==> config.mk <==
export PLATFORM = sky130hd
export DESIGN_NAME = if_fetch_unit
export DESIGN_NICKNAME = d
export VERILOG_FILES = /design/src/rtl/fetch_pkg.sv /design/src/rtl/fetch_skid_buf.sv /design/src/rtl/if_fetch_unit.sv
export SDC_FILE = /design/constraint.sdc
export NUM_CORES = 1
export LEC_CHECK = 0
export CORE_MARGIN = 2
export CORE_UTILIZATION = 50
export CTS_CLUSTER_DIAMETER = 60
export CTS_CLUSTER_SIZE = 10
export DETAILED_ROUTE_END_ITERATION = 16
export DONT_BUFFER_PORTS = 1
export GPL_ROUTABILITY_DRIVEN = 0
export PLACE_DENSITY = 0.62
export SLEW_MARGIN = 20
export SYNTH_ARGS = -nofsm -noshare
export SYNTH_HDL_FRONTEND = slang
export SYNTH_SLANG_ARGS = --single-unit
==> constraint.sdc <==
create_clock -name clk_i -period 2.4 [get_ports clk_i]
set_input_delay 0.12 -clock clk_i [delete_from_list [all_inputs] [get_ports clk_i]]
set_output_delay 0.12 -clock clk_i [all_outputs]
set_load 0.005 [all_outputs]
==> src/rtl/fetch_pkg.sv <==
// Shared definitions for the instruction fetch stage.
//   fetch_state_t : fetch FSM states (FETCH, WAIT, DRAIN)
//   fetch_pkt_t   : one fetched instruction together with its PC
//   BUBBLE_INSTR  : instruction word presented while no instruction is valid
//   PC_STEP       : sequential PC increment
//   pc_inc()      : sequential PC successor, modulo 2^32
package fetch_pkg;

    typedef enum logic [1:0] {
        FETCH = 2'd0,
        WAIT  = 2'd1,
        DRAIN = 2'd2
    } fetch_state_t;

    typedef struct packed {
        logic [31:0] pc;
        logic [31:0] instr;
    } fetch_pkt_t;

    localparam logic [31:0] BUBBLE_INSTR = 32'h0000_0000;
    localparam logic [31:0] PC_STEP      = 32'd4;

    // Wraps naturally at 2^32 because the result is 32 bits wide.
    function automatic logic [31:0] pc_inc(input logic [31:0] pc);
        return pc + PC_STEP;
    endfunction

endpackage

==> src/rtl/fetch_skid_buf.sv <==
// One-entry pending buffer that parks a fetched instruction while the
// output stage is stalled.
//   clk_i, rst_i : clock, synchronous active-high reset
//   clear_i      : drop the entry (highest priority after reset)
//   load_i       : capture pkt_i
//   consume_i    : entry has been moved to the outputs
//   pkt_i        : packet to capture
//   valid_o      : buffer holds an entry
//   pkt_o        : held packet
module fetch_skid_buf
    import fetch_pkg::*;
(
    input  logic       clk_i,
    input  logic       rst_i,
    input  logic       clear_i,
    input  logic       load_i,
    input  logic       consume_i,
    input  fetch_pkt_t pkt_i,
    output logic       valid_o,
    output fetch_pkt_t pkt_o
);

    logic       valid_q, valid_d;
    fetch_pkt_t pkt_q, pkt_d;

    // Next-state: clear beats load beats consume.
    always_comb begin
        valid_d = valid_q;
        pkt_d   = pkt_q;
        if (clear_i) begin
            valid_d = 1'b0;
        end else if (load_i) begin
            valid_d = 1'b1;
            pkt_d   = pkt_i;
        end else if (consume_i) begin
            valid_d = 1'b0;
        end else begin
            valid_d = valid_q;
        end
    end

    // Buffer storage.
    always_ff @(posedge clk_i) begin
        if (rst_i) begin
            valid_q <= 1'b0;
            pkt_q   <= '{pc: 32'h0000_0000, instr: 32'h0000_0000};
        end else begin
            valid_q <= valid_d;
            pkt_q   <= pkt_d;
        end
    end

    assign valid_o = valid_q;
    assign pkt_o   = pkt_q;

endmodule

==> src/rtl/if_fetch_unit.sv <==
// Instruction fetch stage: owns the PC, issues single-outstanding requests
// to instruction memory and presents registered pc/instr/pc+4 to IF/ID.
//   clk_i, rst_i        : clock, synchronous active-high reset
//   stall_i             : downstream hold, outputs freeze while high
//   redirect_i          : taken branch/jump, overrides stall
//   redirect_pc_i       : new fetch address when redirect_i is high
//   imem_req_o/addr_o   : fetch request and address (address = PC register)
//   imem_gnt_i          : request accepted
//   imem_rvalid_i/rdata : response, at least one cycle after grant
//   pc_o/instr_o/pc_add4_o/instr_valid_o : presented instruction (0 = bubble)
module if_fetch_unit
    import fetch_pkg::*;
#(
    parameter logic [31:0] RESET_PC = 32'h0000_0000
) (
    input  logic        clk_i,
    input  logic        rst_i,
    input  logic        stall_i,
    input  logic        redirect_i,
    input  logic [31:0] redirect_pc_i,
    output logic        imem_req_o,
    output logic [31:0] imem_addr_o,
    input  logic        imem_gnt_i,
    input  logic        imem_rvalid_i,
    input  logic [31:0] imem_rdata_i,
    output logic [31:0] pc_o,
    output logic [31:0] instr_o,
    output logic [31:0] pc_add4_o,
    output logic        instr_valid_o
);

    fetch_state_t state_q, state_d;
    logic [31:0]  pc_q, pc_d;
    logic         out_valid_q, out_valid_d;
    logic [31:0]  out_pc_q, out_pc_d;
    logic [31:0]  out_instr_q, out_instr_d;
    logic [31:0]  out_add4_q, out_add4_d;

    logic         req_s;
    logic         deliver_s;
    logic [31:0]  fetched_pc_s;
    fetch_pkt_t   rsp_pkt_s;
    fetch_pkt_t   skid_pkt_s;
    logic         skid_valid_s;
    logic         skid_load_s;
    logic         skid_consume_s;
    logic         skid_clear_s;

    // A request is held back while an instruction is parked, which keeps
    // at most one instruction beyond the output register in flight.
    assign req_s = (state_q == FETCH) && !skid_valid_s;

    // pc_q has already advanced past the outstanding request while in WAIT,
    // and a redirect always leaves WAIT, so the fetched PC is pc_q - 4.
    assign fetched_pc_s = pc_q - PC_STEP;
    assign rsp_pkt_s    = '{pc: fetched_pc_s, instr: imem_rdata_i};

    fetch_skid_buf u_skid (
        .clk_i     (clk_i),
        .rst_i     (rst_i),
        .clear_i   (skid_clear_s),
        .load_i    (skid_load_s),
        .consume_i (skid_consume_s),
        .pkt_i     (rsp_pkt_s),
        .valid_o   (skid_valid_s),
        .pkt_o     (skid_pkt_s)
    );

    // FSM next state, PC next value and output-register next values.
    always_comb begin
        state_d        = state_q;
        pc_d           = pc_q;
        out_valid_d    = out_valid_q;
        out_pc_d       = out_pc_q;
        out_instr_d    = out_instr_q;
        out_add4_d     = out_add4_q;
        deliver_s      = 1'b0;
        skid_load_s    = 1'b0;
        skid_consume_s = 1'b0;
        skid_clear_s   = 1'b0;

        case (state_q)
            FETCH: begin
                if (req_s && imem_gnt_i) begin
                    // A redirect cannot cancel an accepted request; its
                    // response must be drained instead.
                    if (redirect_i) begin
                        state_d = DRAIN;
                    end else begin
                        state_d = WAIT;
                        pc_d    = pc_inc(pc_q);
                    end
                end else begin
                    state_d = FETCH;
                end
            end
            WAIT: begin
                if (imem_rvalid_i) begin
                    state_d   = FETCH;
                    deliver_s = !redirect_i;
                end else if (redirect_i) begin
                    state_d = DRAIN;
                end else begin
                    state_d = WAIT;
                end
            end
            DRAIN: begin
                // The stale response ends the drain even if a further
                // redirect lands on the same cycle: nothing else is in flight.
                if (imem_rvalid_i) begin
                    state_d = FETCH;
                end else begin
                    state_d = DRAIN;
                end
            end
            default: begin
                state_d = FETCH;
            end
        endcase

        if (redirect_i) begin
            pc_d         = redirect_pc_i;
            skid_clear_s = 1'b1;
            out_valid_d  = 1'b0;
            out_pc_d     = 32'h0000_0000;
            out_instr_d  = BUBBLE_INSTR;
            out_add4_d   = 32'h0000_0000;
        end else if (deliver_s) begin
            if (!out_valid_q || !stall_i) begin
                out_valid_d = 1'b1;
                out_pc_d    = fetched_pc_s;
                out_instr_d = imem_rdata_i;
                out_add4_d  = pc_q;
            end else begin
                skid_load_s = 1'b1;
            end
        end else if (!stall_i) begin
            if (skid_valid_s) begin
                skid_consume_s = 1'b1;
                out_valid_d    = 1'b1;
                out_pc_d       = skid_pkt_s.pc;
                out_instr_d    = skid_pkt_s.instr;
                out_add4_d     = pc_inc(skid_pkt_s.pc);
            end else begin
                out_valid_d = 1'b0;
                out_pc_d    = 32'h0000_0000;
                out_instr_d = BUBBLE_INSTR;
                out_add4_d  = 32'h0000_0000;
            end
        end else begin
            out_valid_d = out_valid_q;
            out_pc_d    = out_pc_q;
            out_instr_d = out_instr_q;
            out_add4_d  = out_add4_q;
        end
    end

    // State, PC and output registers.
    always_ff @(posedge clk_i) begin
        if (rst_i) begin
            state_q     <= FETCH;
            pc_q        <= RESET_PC;
            out_valid_q <= 1'b0;
            out_pc_q    <= 32'h0000_0000;
            out_instr_q <= BUBBLE_INSTR;
            out_add4_q  <= 32'h0000_0000;
        end else begin
            state_q     <= state_d;
            pc_q        <= pc_d;
            out_valid_q <= out_valid_d;
            out_pc_q    <= out_pc_d;
            out_instr_q <= out_instr_d;
            out_add4_q  <= out_add4_d;
        end
    end

    assign imem_req_o    = req_s;
    assign imem_addr_o   = pc_q;
    assign pc_o          = out_pc_q;
    assign instr_o       = out_instr_q;
    assign pc_add4_o     = out_add4_q;
    assign instr_valid_o = out_valid_q;

endmodule

==> Word-level counts from Yosys, hierarchy flattened <==
Index checks and enable logic that the tools add are counted.
{ "classes": {"addsub": 3, "multipliers": 0, "div_mod_pow": 0, "order_cmp": 0, "n_eq_ne": 4, "n_shift": 0, "muxes": 35, "bitwise": 1, "n_reduce_logical": 16} }
{ "ops": {"columns": ["op", "n"], "rows": [
  ["$mux 32", 15],
  ["$add 32x3->32 const B", 2],
  ["$sub 32x3->32 const B", 1],
  ["$mux 1", 15],
  ["$mux 2", 4],
  ["$pmux 2 s3", 1],
  ["$reduce_and 2->1", 3],
  ["$reduce_bool 2->1", 3],
  ["$logic_not 1->1", 4],
  ["$ne 2x1->1 const B", 2],
  ["$reduce_or 2->1", 2],
  ["$eq 2x1->1 const B", 1],
  ["$eq 2x2->1 const B", 1],
  ["$logic_and 1x1->1", 2],
  ["$logic_not 2->1", 1],
  ["$logic_or 1x1->1", 1],
  ["$not 1->1", 1]
]} }
{ "totals": {"ff_bits": 196, "latch_bits": 0, "ram_bits": 0, "romBits": 0, "inputBits": 70, "output_inout_bits": 130, "wordCells": 68, "mem_count": 0} }

==> Depth between registers and ports, before layout <==
{ "logic_depth": {"ltp_word": 7, "mapped_depth": 8, "ltp_nobuf": 7} }

==> Cells and area by module <==
Synthesis repeated with hierarchy kept, for this count alone.
{ "unflattened": {"hier_cells": 1276, "hier_area_um2": 10686.5} }
{ "modules_own_cells": {"columns": ["module", "instances", "cells_each", "area_each_um2", "seq_area_each_um2"], "rows": [
  ["if_fetch_unit", 1, 980, 7418.4, 2582.5],
  ["fetch_skid_buf", 1, 296, 3268.1, 1301.2]
]} }

==> Worst setup path after synthesis <==
No wires, ideal clock.
{ "synth_path": {"kind": "reg-to-reg", "startpoint": "reg pc_q[2] (netlist: imem_addr_o[2])", "endpoint": "reg out_pc_q[30] (netlist: pc_o[30])", "setup_time_ps": 128, "arrival_time_ps": 2050, "t_required_ps": 2272, "slack_ps": 222, "path_stages_with_launch": 9, "path_buffers": 1, "period_less_slack_ps": 2178, "cell_sequence": "dfxtp_1 -> clkbuf_1 -> inv_1 -> ha_1 -> nor3b_2 -> nand4b_1 -> o31a_1 -> o31ai_1 -> o21ai_1"} }
{ "synth_between": {"elab_chain_cells": 3} }
{ "synth_lines": {"columns": ["item", "line", "rtl"], "rows": [
  ["start, declared", "if_fetch_unit.sv:33", "logic [31:0] pc_q, pc_d;"],
  ["start signal, assigned", "if_fetch_unit.sv:169", "pc_q <= pc_d;"],
  ["$sub 32x3->32", "if_fetch_unit.sv:55", "assign fetched_pc_s = pc_q - PC_STEP;"],
  ["$mux 32", "if_fetch_unit.sv:129", "if (!out_valid_q || !stall_i) begin"],
  ["$mux 32", "if_fetch_unit.sv:128", "end else if (deliver_s) begin"],
  ["end signal, assigned", "if_fetch_unit.sv:171", "out_pc_q <= out_pc_d;"],
  ["end, declared", "if_fetch_unit.sv:35", "logic [31:0] out_pc_q, out_pc_d;"]
]} }
No other way between the ends. The select of a mux whose other input is x is not followed.
A chain may end at the register's enable or synchronous reset.

==> Worst setup path in the final report <==
{ "layout_path": {"startpoint": "reg u_skid.pkt_q, in the netlist u_skid.pkt_o[34]", "endpoint": "reg out_add4_q[22] (netlist: pc_add4_o[22])"} }
{ "layout_between": {"elab_chain_cells": 4} }
{ "layout_lines": {"columns": ["item", "line", "rtl"], "rows": [
  ["start, declared", "fetch_skid_buf.sv:24", "fetch_pkt_t pkt_q, pkt_d;"],
  ["start signal, assigned", "fetch_skid_buf.sv:46", "pkt_q <= '{pc: 32'h0000_0000, instr: 32'h0000_0000};"],
  ["start signal, assigned", "fetch_skid_buf.sv:49", "pkt_q <= pkt_d;"],
  ["$add 32x3->32", "fetch_pkg.sv:25", "return pc + PC_STEP;"],
  ["$mux 32", "if_fetch_unit.sv:138", "if (skid_valid_s) begin"],
  ["$mux 32", "if_fetch_unit.sv:137", "end else if (!stall_i) begin"],
  ["$mux 32", "if_fetch_unit.sv:128", null],
  ["end signal, assigned", "if_fetch_unit.sv:173", "out_add4_q <= out_add4_d;"],
  ["end, declared", "if_fetch_unit.sv:37", "logic [31:0] out_add4_q, out_add4_d;"]
]} }
No other way between the ends. The select of a mux whose other input is x is not followed.

==> reports/metrics.yaml <==
synth_xor_area_share_pct: 5.12
switching_share_pct: 27.3
synth_top_family_by_area: "simple AND/OR/NAND/NOR gates"
setup_viol: 0
fin_ws_ps: 215
syn_to_final_growth_pct: 17.1
antenna_left: 0
cts_setup_buffers: 0
critPathLaunchType: "flip-flop"
yosysWarnings: 0
p_per_area_nw_per_um2: 640
ff2ff_path_depth: 6
via_count: 8958
netlist_area_um2: 9570
initial_core_util_pct: 51.0
grt_max_degree: 98
grt_util_all_layers_pct: 28.3
fin_nets: 1291
port_buffers: 0
synthAdderAreaFrac_pct: 0.392
routedWlPerCell_um: 19.7
period_needed_ps: 2180
diodes: 0
ctsLongestPathBuffers: 2
p_leak_nw: 3.67
firstDrtPassIters: 5
synth.area.top_cells: "dfxtp_1 (41%), nor2_1 (5.7%), nand2_1 (5.3%)"
dp.final_hpwl_um: 18100
final_common_cell: "dfxtp_1"
clk_pin_slew_ps: 70
synth_seq_cells: 194
rows: 50
die_width_um: 142
synth_compound_area_share_pct: 21.8
cp.arrival_ps: 2500
synthCells: 1203
critPathCaptureType: "flip-flop"
fin_setup_tns_ps: 0
synth-edff-count: 0
syn_nets: 1276
grt_overflow: 0
layout_common_cells: "dfxtp_1 (193), nor2_1 (144), nand2_1 (135)"
dp_slack_ps: 176
cp.required_ps: 2720
hold_depth: 3
die-height_um: 142
synth_mux_area_share_pct: 0.967
clkSinkCount: 194
worstSetupPathType: "reg2reg"
finClkSkew_ps: 8.12
finalMaxSlewViolations: 0
min_path_type: "in2reg"
synth_top_area_share_pct: 40.6
drive_above_1_share_pct: 9.43
cts_buffers: 17
ios: 200
synth_area_leader_cell: "dfxtp_1"
drt_iter0_drc: 826
worstPathMaxFanout: 13
yosysSeqAreaShare_pct: 40.6
root_buffer: "clkbuf_16"
fmax_ghz: 0.458
wl_um: 28900
comb_power_share_pct: 11.2
finalCritPeriodShare_pct: 91.0
synthArstFlopShare_pct: 0
first_global_vias: 8411
peakVddDrop_uv: 502
synthSimpleGateAreaFrac_pct: 25.1
cts_tree: "done"
drv_cap: 0
clock_power_share_pct: 41.0
ys.flop_type: "dfxtp_1"
synth_area_per_cell_um2: 7.96
p_seq_share_pct: 47.8
grt_pass1_wl_um: 45800
vias_per_cell: 6.12
tightest_slew_ps: 683
grt_antenna_before_repair: 0
drc: 0
yosysUniqueCellTypes: 59
intPower_mw: 5.22
fillers: 1721
clk_latency_ps: 440
hold_viol: 0
rsz0062_at_grt: "no"
dieArea_um2: 20300
netSwitchingPower_mw: 1.95
core_area_um2: 18800
outcome: "finished clean"
cts_max_level: 4
relSlewSlack_pct: 54.5
## metrics by stage
step                      hold slack [ps]  instance area (um2)  util, %  cells  total power [mW]
after CTS                           0.710                11200     59.7   1464              7.22
after global placement                199                 9850     52.5   1360              4.15
after detailed placement              201                 9850     52.5   1360              4.16
after global routing                 45.8                11200     59.7   1464              7.45
final                                23.6                11200     59.7   1464              7.17
after floorplan                       256                 9570        -   1203              3.96
## area by class of cell
class / count / area, um2 / area share, %
multi-input combinational: 869 / 5180 / 46.2
sequential: 194 / 3880 / 34.7
timing repair buffer: 121 / 1200 / 10.7
clock buffer: 17 / 425 / 3.79
tap: 234 / 293 / 2.61
clock inverter: 14 / 173 / 1.54
inverter: 15 / 56.3 / 0.502
## worst paths after layout
path / end / slack (ps) / from
setup reg to reg: pc_add4_o[22] / 220 / u_skid.pkt_o[34]
hold / removal: state_q[1] / 20 / redirect_i
hold reg to reg: u_skid.pkt_o[1] / 460 / u_skid.pkt_o[1]
setup / recovery: pc_add4_o[22] / 220 / u_skid.pkt_o[34]
## flip-flops by register name (all words and copies together) (netlist names)
name	cells
pc_o	32
instr_o	32
u_skid.valid_o	1
instr_valid_o	1
imem_addr_o	32
state_q	2
u_skid.pkt_o	64
pc_add4_o	30
## kinds of logic after synthesis
family | after synthesis
AO/OA/AOI/OAI | 316
multiplexers | 9
flip-flops | 194
XOR/XNOR | 56
AND/OR/NAND/NOR | 485
buffers and inverters | 140
adder cells (fa/ha/maj) | 3
## metal layers
metal  wire length (um)  share of wire [%]  track usage [%]
met3               1920                6.6             5.15
met1              12600                 44             38.0
met4                812                2.8             11.4
met5                  0                  0                0
met2              13500                 47             45.2
## synthesized netlist by cell type (13+ instances only)
cell,count
xnor2_1,37
nor3_1,40
nor2_1,146
a211oi_1,45
o31a_1,14
nand2_1,135
o21ai_1,19
xor2_1,19
inv_1,14
nand4_1,23
o21ai_0,52
a221oi_1,15
nor4_1,13
a21oi_1,95
nand3_1,65
a311oi_1,43
clkbuf_1,95
dfxtp_1,194
## worst max-delay path, stage by stage, from the launching register on
cell and delay (ps):
dfxtp_1 470, ha_1 310, nand2_1 170, or4_4 560, o211a_1 250, a211oi_1 210
a21oi_1 90
## power groups by stage
stage | Sequential [mW] | Combinational (mW) | Clock, mW
finish | 3.43 | 0.804 | 2.94
global route | 3.44 | 0.874 | 3.13
CTS | 3.43 | 0.796 | 2.99
detailed placement | 3.50 | 0.651 | 0
global placement | 3.50 | 0.648 | 0
floorplan | 3.44 | 0.520 | 0
## repair_timing
item                                    4_1_cts  5_1_grt
hold endpoints to repair                    134        0
hold buffers                                 73        0
endpoints found under the setup margin        0        4
gates resized for setup                       0        2
Note: power is estimated with default switching activity, not from simulation.
